`src/rtl/memory_ctrl.sv`:
```
// memory_ctrl: single-port synchronous word memory behind a valid/ready request port.
// Supports byte-strobe writes, a configurable read latency, error responses for
// out-of-range addresses, and a hardware init sweep after reset or on clr.
//
// Ports:
//   clk        clock, rising edge
//   rst        asynchronous active-low reset
//   valid      request valid; accepted in IDLE when clr is low
//   wr_rd      1 = write, 0 = read
//   addr       word address, compared zero-extended against DEPTH
//   wdata      write data
//   wstrb      byte enables for wdata
//   clr        re-run the init sweep; only looked at in IDLE, beats valid
//   ready      high only in IDLE
//   rdata      read data, meaningful while resp_valid is high for a read
//   resp_valid one-cycle response pulse for every accepted request
//   resp_err   qualifies resp_valid, set for out-of-range addresses
//   busy       high while the init sweep runs
//
// state  | meaning
// INIT   | writing INIT_VAL to mem[ptr], ptr 0..DEPTH-1
// IDLE   | ready for a request or a clr
// WAIT   | read latency count-down (only when RD_LAT > 1)
// RESP   | one-cycle response
module memory_ctrl #(
  parameter int WIDTH = 16,
  parameter int DEPTH = 64,
  parameter int ADDR_WIDTH = 6,
  parameter int RD_LAT = 2,
  parameter logic [WIDTH-1:0] INIT_VAL = '0
) (
  input  logic                  clk,
  input  logic                  rst,
  input  logic                  valid,
  input  logic                  wr_rd,
  input  logic [ADDR_WIDTH-1:0] addr,
  input  logic [WIDTH-1:0]      wdata,
  input  logic [WIDTH/8-1:0]    wstrb,
  input  logic                  clr,
  output logic                  ready,
  output logic [WIDTH-1:0]      rdata,
  output logic                  resp_valid,
  output logic                  resp_err,
  output logic                  busy
);

  localparam int NB = WIDTH / 8;
  localparam logic [ADDR_WIDTH:0]   DEPTH_W = (ADDR_WIDTH + 1)'(DEPTH);
  localparam logic [ADDR_WIDTH-1:0] LAST    = ADDR_WIDTH'(DEPTH - 1);
  // WAIT lasts RD_LAT-1 cycles; the counter starts at RD_LAT-2 and exits on 0.
  localparam logic [2:0] RD_CNT = 3'((RD_LAT >= 2) ? (RD_LAT - 2) : 0);

  typedef enum logic [1:0] {S_INIT, S_IDLE, S_WAIT, S_RESP} state_t;

  state_t                state, state_nx;
  logic [ADDR_WIDTH-1:0] ptr;
  logic [2:0]            cnt;
  logic                  is_rd;
  logic                  err_q;
  logic [WIDTH-1:0]      cap;
  logic [WIDTH-1:0]      rdata_q;
  logic [WIDTH-1:0]      mem [DEPTH];
  logic                  in_range;
  logic                  accept;

  assign in_range = ({1'b0, addr} < DEPTH_W);
  assign accept   = (state == S_IDLE) && valid && !clr;
  assign rdata    = rdata_q;

  always_comb begin
    state_nx   = state;
    ready      = 1'b0;
    busy       = 1'b0;
    resp_valid = 1'b0;
    resp_err   = 1'b0;
    case (state)
      S_INIT: begin
        busy = 1'b1;
        if (ptr == LAST) state_nx = S_IDLE;
      end
      S_IDLE: begin
        ready = 1'b1;
        if (clr) state_nx = S_INIT;
        else if (valid) state_nx = (wr_rd || RD_LAT == 1) ? S_RESP : S_WAIT;
      end
      S_WAIT: begin
        if (cnt == 3'd0) state_nx = S_RESP;
      end
      S_RESP: begin
        resp_valid = 1'b1;
        resp_err   = err_q;
        state_nx   = S_IDLE;
      end
      default: state_nx = S_INIT;
    endcase
  end

  always_ff @(posedge clk or negedge rst) begin
    if (!rst) begin
      state   <= S_INIT;
      ptr     <= '0;
      cnt     <= '0;
      is_rd   <= 1'b0;
      err_q   <= 1'b0;
      cap     <= '0;
      rdata_q <= '0;
    end else begin
      state <= state_nx;
      // ptr sits at 0 outside INIT so every entry into INIT starts a fresh sweep.
      if (state == S_INIT) ptr <= ptr + 1'b1;
      else                 ptr <= '0;
      if (accept) begin
        is_rd <= !wr_rd;
        err_q <= !in_range;
        cnt   <= RD_CNT;
        cap   <= in_range ? mem[addr] : '0;
        if (!wr_rd && RD_LAT == 1) rdata_q <= in_range ? mem[addr] : '0;
      end
      if (state == S_WAIT) begin
        if (cnt != 3'd0)  cnt <= cnt - 3'd1;
        else if (is_rd)   rdata_q <= cap;
      end
    end
  end

  // Storage carries no reset; its contents are defined by the init sweep.
  always_ff @(posedge clk) begin
    if (state == S_INIT) begin
      mem[ptr] <= INIT_VAL;
    end else if (accept && wr_rd && in_range) begin
      for (int k = 0; k < NB; k++) begin
        if (wstrb[k]) mem[addr][8*k +: 8] <= wdata[8*k +: 8];
      end
    end
  end

endmodule

```
`config.mk`:
```
export PLATFORM = sky130hd
export DESIGN_NAME = memory_ctrl
export DESIGN_NICKNAME = d
export VERILOG_FILES = /design/src/rtl/memory_ctrl.sv
export SDC_FILE = /design/constraint.sdc
export NUM_CORES = 1
export LEC_CHECK = 0
export CAP_MARGIN = 20
export CORE_ASPECT_RATIO = 0.6
export CORE_MARGIN = 2
export CORE_UTILIZATION = 36
export DETAILED_ROUTE_END_ITERATION = 10
export PLACE_DENSITY = 0.49
export SKIP_LAST_GASP = 1
export SLEW_MARGIN = 40
export SYNTH_ARGS = -nofsm -noshare
export SYNTH_HDL_FRONTEND = slang
export SYNTH_SLANG_ARGS = --single-unit
```
`constraint.sdc`:
```
create_clock -name clk -period 3.7 [get_ports clk]
set_clock_uncertainty 0.05 [all_clocks]
set_input_delay 0.74 -clock clk [delete_from_list [all_inputs] [get_ports clk]]
set_output_delay 0.74 -clock clk [all_outputs]
set_load 0.02 [all_outputs]
```
==> qor.csv, run 1 <==
metric,value,unit
vias,21000,
synth_top_flop_cell,edfxtp_1,
dpl.hpwl,69600,um
leakagePower,15.6,nW
clock_sinks,1068,
mostFrequentLayoutCells,"edfxtp_1, mux4_2, buf_4",
synth_area_leaders,"edfxtp_1, mux4_2, mux2i_1, dfrtp_1, nor2_1",
grt_usage,18.1,%
syn_area,0.0417,mm^2
max_freq,296,MHz
reg2reg_slack,0.32,ns
postCtsSetupRepairBufs,0,
layout_commonest_cell,edfxtp_1,
num_rows,96,
synth.avg_cell_area,20.0,um^2
ios,49,
grt_pass1_wl,155000,um
cp-end-kind,flop,
htreeDepth,3,
synth-xor-area-share,0.0630,%
start_util,36.4,%
cp_data_required_time,3.96,ns
die_area,0.119,mm^2
final_net_count,2354,
clk_latency,0.69,ns
synthSimpleGateAreaFrac,3.25,%
drt-vias-per-instance,5.37,
drive_above_1_share,26.1,%
slew_headroom,44.5,%
drv_slew,0,
synth-compound-area-share,3.97,%
ys_ff_latch,1068,
clockBufferDepth,3,
start_kind,flop,
synth_top_family_by_area,multiplexers,
criticalPathCategory,reg -> reg,
first_global_vias,21400,
fin_cells,3916,
cap_violations,0,
fin_crit,3.38,ns
antenna_found_initial,6,
synth_top_area_share,73.7,%
die_h,268,um
area_growth_syn_to_layout,16.7,%
vdd_drop_max,361,uV
die_x,443,um
routed_wl,107000,um
fin_total_pwr,26.0,mW
clock-root-buffer,clkbuf_16,
drtIter0Drc,2318,
io_buffer_count,47,
holdWs,0.0429,ns
firstDrtPassIters,5,
yosysSeqAreaShare,76.4,%
cp_max_fo,8,
cts.clk_slew.worst_paths,0.07,ns
grt_overflow_total,0,
power_density,534,mW/mm^2
synth_edf_count,1024,
timing.final.hold_violations,0,
synth_area_leader_cell,edfxtp_1,
postCtsHoldBufs,0,
cts_tree,built,
outcome,finished clean,
async_flop_share,4.12,%
netlist_instances,2084,
syn-num-nets,2120,
synth.area.mux_share,14.5,%
synthAdderAreaFrac,0.210,%
hp-class,in -> async,
core_area,0.115,mm^2
arrival,3.64,ns
yosys_warnings,0,
synth.distinct_cells,56,
numCtsBuffers,96,
gp_congestion,0.822,
drc,0,
grt_max_degree,65,
placed_cells,3739,
cts-resized-gates,0,
rsz0062_at_grt,no,
n_fill_cell,9928,
postRouteAntennaNets,0,
worst_pin_slew,0.830,ns
setup_viol,0,
post-route-period-util,91.3,%
routedWlPerCell,27.4,um
[per-stage QoR]
step           instance area (um^2)  util [%]  setup TNS [ns]  worst slack [ns]
3_3_place_gp                  45700      39.9          -37.66            -0.329
2_1_floorplan                 41700         -               0             0.495
6_report                      48700      42.5               0             0.322
4_1_cts                       48600      42.5               0             0.109
5_1_grt                       48700      42.5               0            0.0627
3_5_place_dp                  45700      39.9          -56.47            -0.391
[cell usage after synthesis (3+ instances only)]
library cell / instances
inv_1: 11
and4_1: 15
o21ai_0: 44
o22ai_1: 63
mux2_2: 22
a21oi_1: 37
nand2b_1: 9
a221oi_1: 16
clkbuf_1: 41
and2_1: 22
nand2_1: 29
o21ai_1: 14
buf_4: 13
a22oi_1: 46
buf_2: 54
mux2i_1: 116
dfrtp_1: 44
mux4_2: 206
ha_1: 7
nor3b_1: 3
nor2b_1: 5
buf_6: 9
nor4b_1: 3
buf_1: 6
nor3_1: 23
edfxtp_1: 1024
nor2_1: 142
a211oi_1: 16
nand3_1: 6
[cells by family after synthesis]
group                      after synthesis
and+or+nand+nor                        272
buffers and inverters                  134
AOI/OAI and AO/OA                      255
adders and majority gates                7
other                                    1
xor gates and xnor gates                 3
DFF                                   1068
muxes                                  344
[routing by layer]
metal	global-route usage, %	wire (um)	share of wire, %
met5	0	0	0
met4	4.08	1940	1.8
met3	3.93	7340	6.9
met2	25.1	44800	42
met1	28.9	53100	50
[critical path, stage by stage (launching register included)]
cell,delay (ns)
dfrtp_1,0.42
inv_1,0.09
ha_1,0.24
nand3b_4,0.12
nor4b_4,0.60
mux2i_2,0.53
nand2_1,0.18
buf_12,0.16
buf_4,0.13
nor2_1,0.49
[where the power goes]
group | internal, mW | switching, mW
clock | 5.26 | 4.35
combinational | 1.06 | 1.60
sequential | 13.5 | 0.215
total | 19.8 | 6.16
[cell type report]
class / count / area, um^2 / area share (%)
repair buffers: 259 / 2660 / 5.47
well taps: 1519 / 1900 / 3.90
clock inverters: 46 / 330 / 0.678
multi-input cells: 882 / 9270 / 19.0
clock buffers: 129 / 2630 / 5.40
diodes: 2 / 5.00 / 0.0103
flip-flops and latches: 1068 / 31900 / 65.4
inverters: 11 / 41.3 / 0.0848
[sequential cells by signal, summed over array words and instances, names as in the netlist]
name   cells
rdata     16
ptr        6
state      2
cap       16
mem     1024
cnt        3
is_rd      1
[path summary, 6_finish.rpt]
kind                       startpoint          end  cells past startpoint
max                          state[1]  mem[62][13]                      9
min reg2reg                    cnt[0]       cnt[0]                      1
min                               rst       ptr[0]                      1
max in group asynchronous         rst    rdata[11]                      1
max reg2reg                  state[1]  mem[62][13]                      9
min in group clk               cnt[0]       cnt[0]                      1
(Power assumes the default switching activity.)
==> inputs of run 2 (changes only) <==
- CTS_BUF_LIST: unset -> sky130_fd_sc_hd__clkbuf_8 sky130_fd_sc_hd__clkbuf_16
- clock period: 3.7 -> 4.35 ns (I/O delays scaled with it)
==> qor.csv, run 2 (synthesis gave the netlist of run 1 again) <==
metric,value,unit,change
max_freq,279,MHz,-5.6%
clock_sinks,1068,,unchanged
rr_endpoint,mem[34][12],,
rr_worst_depth,8,,-1
cts.clk_slew.worst_paths,0.07,ns,about the same
drt-vias-per-instance,5.43,,+1.1%
drv_slew,0,,unchanged
crit_family,simple AND/OR/NAND/NOR gates,,
grt_overflow_total,0,,unchanged
p_comb_share,9.9,%,-0.3 points
num_rows,96,,unchanged
layout_commonest_cell,edfxtp_1,,
routedWlPerCell,28.1,um,+2.7%
regMostFlops,mem,,
cp-endpoint,mem[34][12],,
postCtsHoldBufs,0,,unchanged
post-route-period-util,82.3,%,-9.0 points
slew_headroom,42.8,%,-1.7 points
rsz0062_at_grt,no,,
cp_max_fo,23,,+15
drc,0,,unchanged
clkPwrFrac,37.3,%,+0.4 points
hp-class,in -> async,,
drive_above_1_share,26.2,%,+0.056 points
fin_area,0.0486,mm^2,-0.14%
fin_total_pwr,22.1,mW,-15%
outcome,finished clean,,
drtIter0Drc,2270,,-2.1%
ff_latch_area,0.0319,mm^2,unchanged
cp_data_required_time,4.63,ns,+0.67 ns
timing.final.hold_violations,0,,unchanged
grt_pass1_wl,159000,um,+2.7%
clockBufferDepth,3,,unchanged
n_fill_cell,9999,,+0.72%
numCtsBuffers,97,,+1.0%
mostFrequentLayoutCells,"edfxtp_1, mux4_2, buf_4",,
path_depth,8,,-1
grt_max_degree,65,,unchanged
grt_usage,18.8,%,+0.63 points
setup-tns-final,0,ns,unchanged
leakagePower,15.8,nW,+0.72%
reg2reg_slack,0.77,ns,+0.45 ns
antenna_found_initial,4,,-2
start_kind,flop,,
critPathMaxStageDelay,0.65,ns,+0.05 ns
ios,49,,unchanged
worst_path_max_delay_cell,nor4b_4,,
cap_violations,0,,unchanged
criticalPathCategory,reg -> reg,,
startpoint,state[0],,
vdd_drop_max,322,uV,-11%
largest_reg_flops,1024,,unchanged
firstDrtPassIters,5,,unchanged
worst_pin_slew,0.858,ns,+0.0279 ns
dpl.hpwl,72100,um,+3.6%
worst-path-buf-inv,4,,+1
r2r-start,state[0],,
area_growth_syn_to_layout,16.6,%,
switchingPower,5.27,mW,-14%
internal_power,16.8,mW,-15%
vias,21300,,+1.4%
power_density,454,mW/mm^2,-15%
pwr-share-seq,52.8,%,about the same
clock-root-buffer,clkbuf_16,,
die_h,268,um,unchanged
htreeDepth,3,,unchanged
postPlaceCellArea,0.0456,mm^2,-0.21%
first_global_vias,21200,,-0.69%
die_area,0.119,mm^2,unchanged
gp_congestion,0.792,,-3.6%
postCtsSetupRepairBufs,0,,unchanged
setup_viol,0,,unchanged
cts-resized-gates,0,,unchanged
fin_crit,3.58,ns,+0.202 ns
arrival,3.86,ns,+0.22 ns
cts_tree,built,,
cp-end-kind,flop,,
path_cells,inv_1 -> ha_1 -> nor4b_4 -> buf_4 -> buf_4 -> a21oi_2 -> buf_4 -> nor2_1,,
routed_wl,110000,um,+3.1%
start_util,36.4,%,unchanged
core_area,0.115,mm^2,unchanged
final_net_count,2365,,+0.47%
holdWs,0.169,ns,+0.126 ns
swShare,23.8,%,+0.15 points
clk_latency,0.70,ns,about the same
crit_path_frequent_cell,buf_4,,
io_buffer_count,47,,unchanged
die_x,443,um,unchanged
multiInputGateArea,0.00927,mm^2,unchanged
postRouteAntennaNets,0,,unchanged
-- run 2: changes by cell type in the layout (fill, tap and decap cells not counted), moves of 2 or more --
cell       previous run  this run
nor2_2               16        11
buf_12               48        34
inv_1                11        37
clkinv_1             18        23
nor2_1              126       131
clkbuf_8              6         1
buf_4               165       189
inv_6                 2         4
bufinv_16             4         6
clkbuf_1             25         0
-- run 2: power groups by stage --
stage          Clock [mW]  Combinational [mW]  Sequential [mW]
6_report             8.23                2.18             11.7
5_1_grt              8.81                2.32             11.7
4_1_cts              8.44                2.19             11.7
3_5_place_dp            0                2.19             11.9
3_3_place_gp            0                2.16             11.9
2_1_floorplan           0                1.06             11.9
-- run 2: worst min path at each step --
stage,depth (start not counted),endpoint,slack [ns],startpoint
6_report,1,cap[5],0.17,rst
5_1_grt,1,ptr[3],0.17,rst
4_1_cts,1,ptr[1],0.13,rst
3_5_place_dp,2,cnt[1],0.45,cnt[1]
3_3_place_gp,1,cnt[0],0.43,cnt[0]
2_1_floorplan,2,is_rd,0.40,is_rd
-- run 2: layer usage --
layer,track usage (%),part of all wire [%],wire (um)
met5,0,0.012,13
met4,4.56,2.0,2250
met3,3.59,6.1,6770
met2,26.4,42,46900
met1,29.7,49,54500
-- run 2: final cells by class --
type / instances / area share (%)
Multi-Input combinational cell: 882 / 19.1
Antenna cell: 1 / 0.00515
Clock inverter: 79 / 1.03
Clock buffer: 100 / 5.12
Inverter: 11 / 0.0849
Tap cell: 1519 / 3.91
Sequential cell: 1068 / 65.5
Timing Repair Buffer: 269 / 5.27
-- run 2: worst reg2reg max path, cell delays in order, from the launching register on --
cell and delay [ns]:
dfrtp_1 0.37, inv_1 0.09, ha_1 0.43, nor4b_4 0.66, buf_4 0.26, buf_4 0.27
a21oi_2 0.25, buf_4 0.27, nor2_1 0.58
-- run 2: metrics by stage --
step                cells  worst slack, ns  util, %
detailed placement   3749            0.254     39.8
CTS                  3928            0.729     42.4
global route         3929            0.526     42.4
floorplan            2084             1.05        -
global placement     3748            0.355     39.8
finish               3929            0.771     42.4
==> variant (settings of run 1) <==
Reset style: synchronous (`rst`), changed in one clocked block. Comments in the files are not updated.
--- a/src/rtl/memory_ctrl.sv
+++ b/src/rtl/memory_ctrl.sv
@@ -97,3 +97,3 @@
 
-  always_ff @(posedge clk or negedge rst) begin
+  always_ff @(posedge clk) begin
     if (!rst) begin
Function: not settled (the Yosys comparison gave no result); the edit may change what the design does.
==> variant against run 1 <==
  * Die area grew 0.72%
  * Synthesized cell count grew 10%
  * Cell count grew 8.1%
  * Count of clock-buffer cells in the layout grew 2
  * Design area grew 2.2%
  * Synthesized area grew 0.73%
  * Sequential cell count is the same
  * Routed wire length grew 13%
  * Setup slack gained 0.10 ns
  * Total power shrank 5.2%
  * Highest routed layer is now met5
==> variant: results (changes against run 1) <==
- Status: finished, final reports clean (unchanged)
- Flop2flop setup slack: 0.56 ns (was 0.32 ns)
- Distinct cells, synth: 47 (was 56)
- Post-route insts no fill: 4,232 (was 3,916)
- DP HPWL: 81,400 um (was 69,600 um)
- Initial antenna violation count: 2 (was 6)
- Critical path peak fanout: 10 (was 8)
- Wire length per cell: 28.6 um (was 27.4 um)
- Peak supply drop: 0.305 mV (was 0.361 mV)
- Leak pwr: 13.5 nW (was 15.6 nW)
- Most frequent cells after synthesis: edfxtp_1, mux2_2, nor2_1 (was edfxtp_1, mux4_2, nor2_1)
- CTS buffer count: 98 (was 96)
- Pre-CTS setup slack: -0.00583 ns (was -0.391 ns)
- Vias per cell: 5.45 (was 5.37)
- DR pass1 iterations: 8 (was 5)
- Relative slew slack: 41.8% (was 44.5%)
- Net switching share of the total power: 21.8% (was 23.7%)
- First-pass GRT wire length: 172,000 um (was 155,000 um)
- Post-synthesis sequential area ratio: 75.3% (was 76.4%)
- Crit path arrival time: 2.49 ns (was 3.64 ns)
- Drt initial violations: 2,762 (was 2,318)
- Vias in the first global route: 23,000 (was 21,400)
- Layout cells sized above 1: 30.3% (was 26.1%)
- Placed Cells: 4,047 (was 3,739)
- Worst stage delay on the critical path: 0.79 ns (was 0.60 ns)
- GRT Total Usage: 20.4% (was 18.1%)
- Synthesized area per cell: 18.3 sq um (was 20.0 sq um)
- Fillers: 10,100 (was 9,928)
- Async set or reset register ratio after synthesis: 0% (was 4.12%)
- Fmax: 0.305 GHz (was 0.296 GHz)
- Slowest stage cell, crit path: clkdlybuf4s50_1 (was nor4b_4)
- Largest net degree at the start of global routing: 97 (was 65)
variant: changes by cell type in the layout (fill, tap and decap cells not counted), sizes merged, moves of 33 or more:
cell,delta
nor3,+43
buf,+93
a21oi,-33
mux4,-78
dfxtp,+44
dfrtp,-44
nor2b,+63
a211oi,+49
mux2i,-108
mux2,+174
nand2,+38
variant: worst paths after layout:
| kind | startpoint | end | depth (start not counted) |
|---|---|---|---|
| worst max-delay path | state[0] | busy | 3 |
| worst min-delay path | cap[0] | rdata[0] | 2 |
| worst max register to register | state[0] | mem[13][5] | 9 |
| worst min register to register | cap[0] | rdata[0] | 2 |
variant: power groups by stage:
stage                     Sequential, mW  Clock [mW]  Combinational (mW)
after floorplan                     13.5           0               0.689
after global placement              13.5           0                1.31
after detailed placement            13.5           0                1.32
after CTS                           13.3        10.2                1.32
after global routing                13.3        10.7                1.41
final                               13.3        10.0                1.35
variant: metal layers:
| layer | global-route usage, % | routed length, um | vias up |
|---|---|---|---|
| met5 | 1.11 | 363 | - |
| met4 | 3.91 | 2140 | 4 |
| met3 | 7.23 | 12400 | 140 |
| met2 | 27.4 | 48300 | 954 |
| met1 | 31.4 | 58000 | 12100 |
| li1 | - | - | 9875 |
variant: critical path: cells and delay by family (launching register included):
family / cells / cell delay, ns
DFF: 1 / 0.33
adders and majority gates: 1 / 0.55
buffers and inverters: 2 / 0.89
variant: metrics by stage:
stage	setup TNS, ns	hold WS (ns)
after floorplan	0	0.382
after global routing	0	0.438
after global placement	0	0.408
after detailed placement	-0.0532	0.407
final	0	0.417
after CTS	0	0.418
variant: logic make-up (layout without fill, tap and decap cells):
| group | after synthesis | in the layout | synth area share (%) |
|---|---|---|---|
| XOR/XNOR | 4 | 4 | 0.0834 |
| adder cells (fa/ha/maj) | 7 | 7 | 0.208 |
| buffers and inverters | 146 | 542 | 1.91 |
| multiplexers | 332 | 332 | 12.3 |
| AND/OR/NAND/NOR | 406 | 406 | 4.70 |
| AO/OA/AOI/OAI | 333 | 333 | 5.49 |
| flip-flops | 1068 | 1068 | 75.3 |
| other | 1 | 6 | 0.00892 |
variant: cell type report:
class	count	area [sq um]	area share [%]
antenna	5	12.5	0.0251
inverter	7	26.3	0.0528
timing repair buffer	355	3430	6.88
multi-input combinational	1083	9650	19.4
clock buffer	131	2690	5.40
tap	1534	1920	3.86
sequential	1068	31600	63.5
clock inverter	49	418	0.840
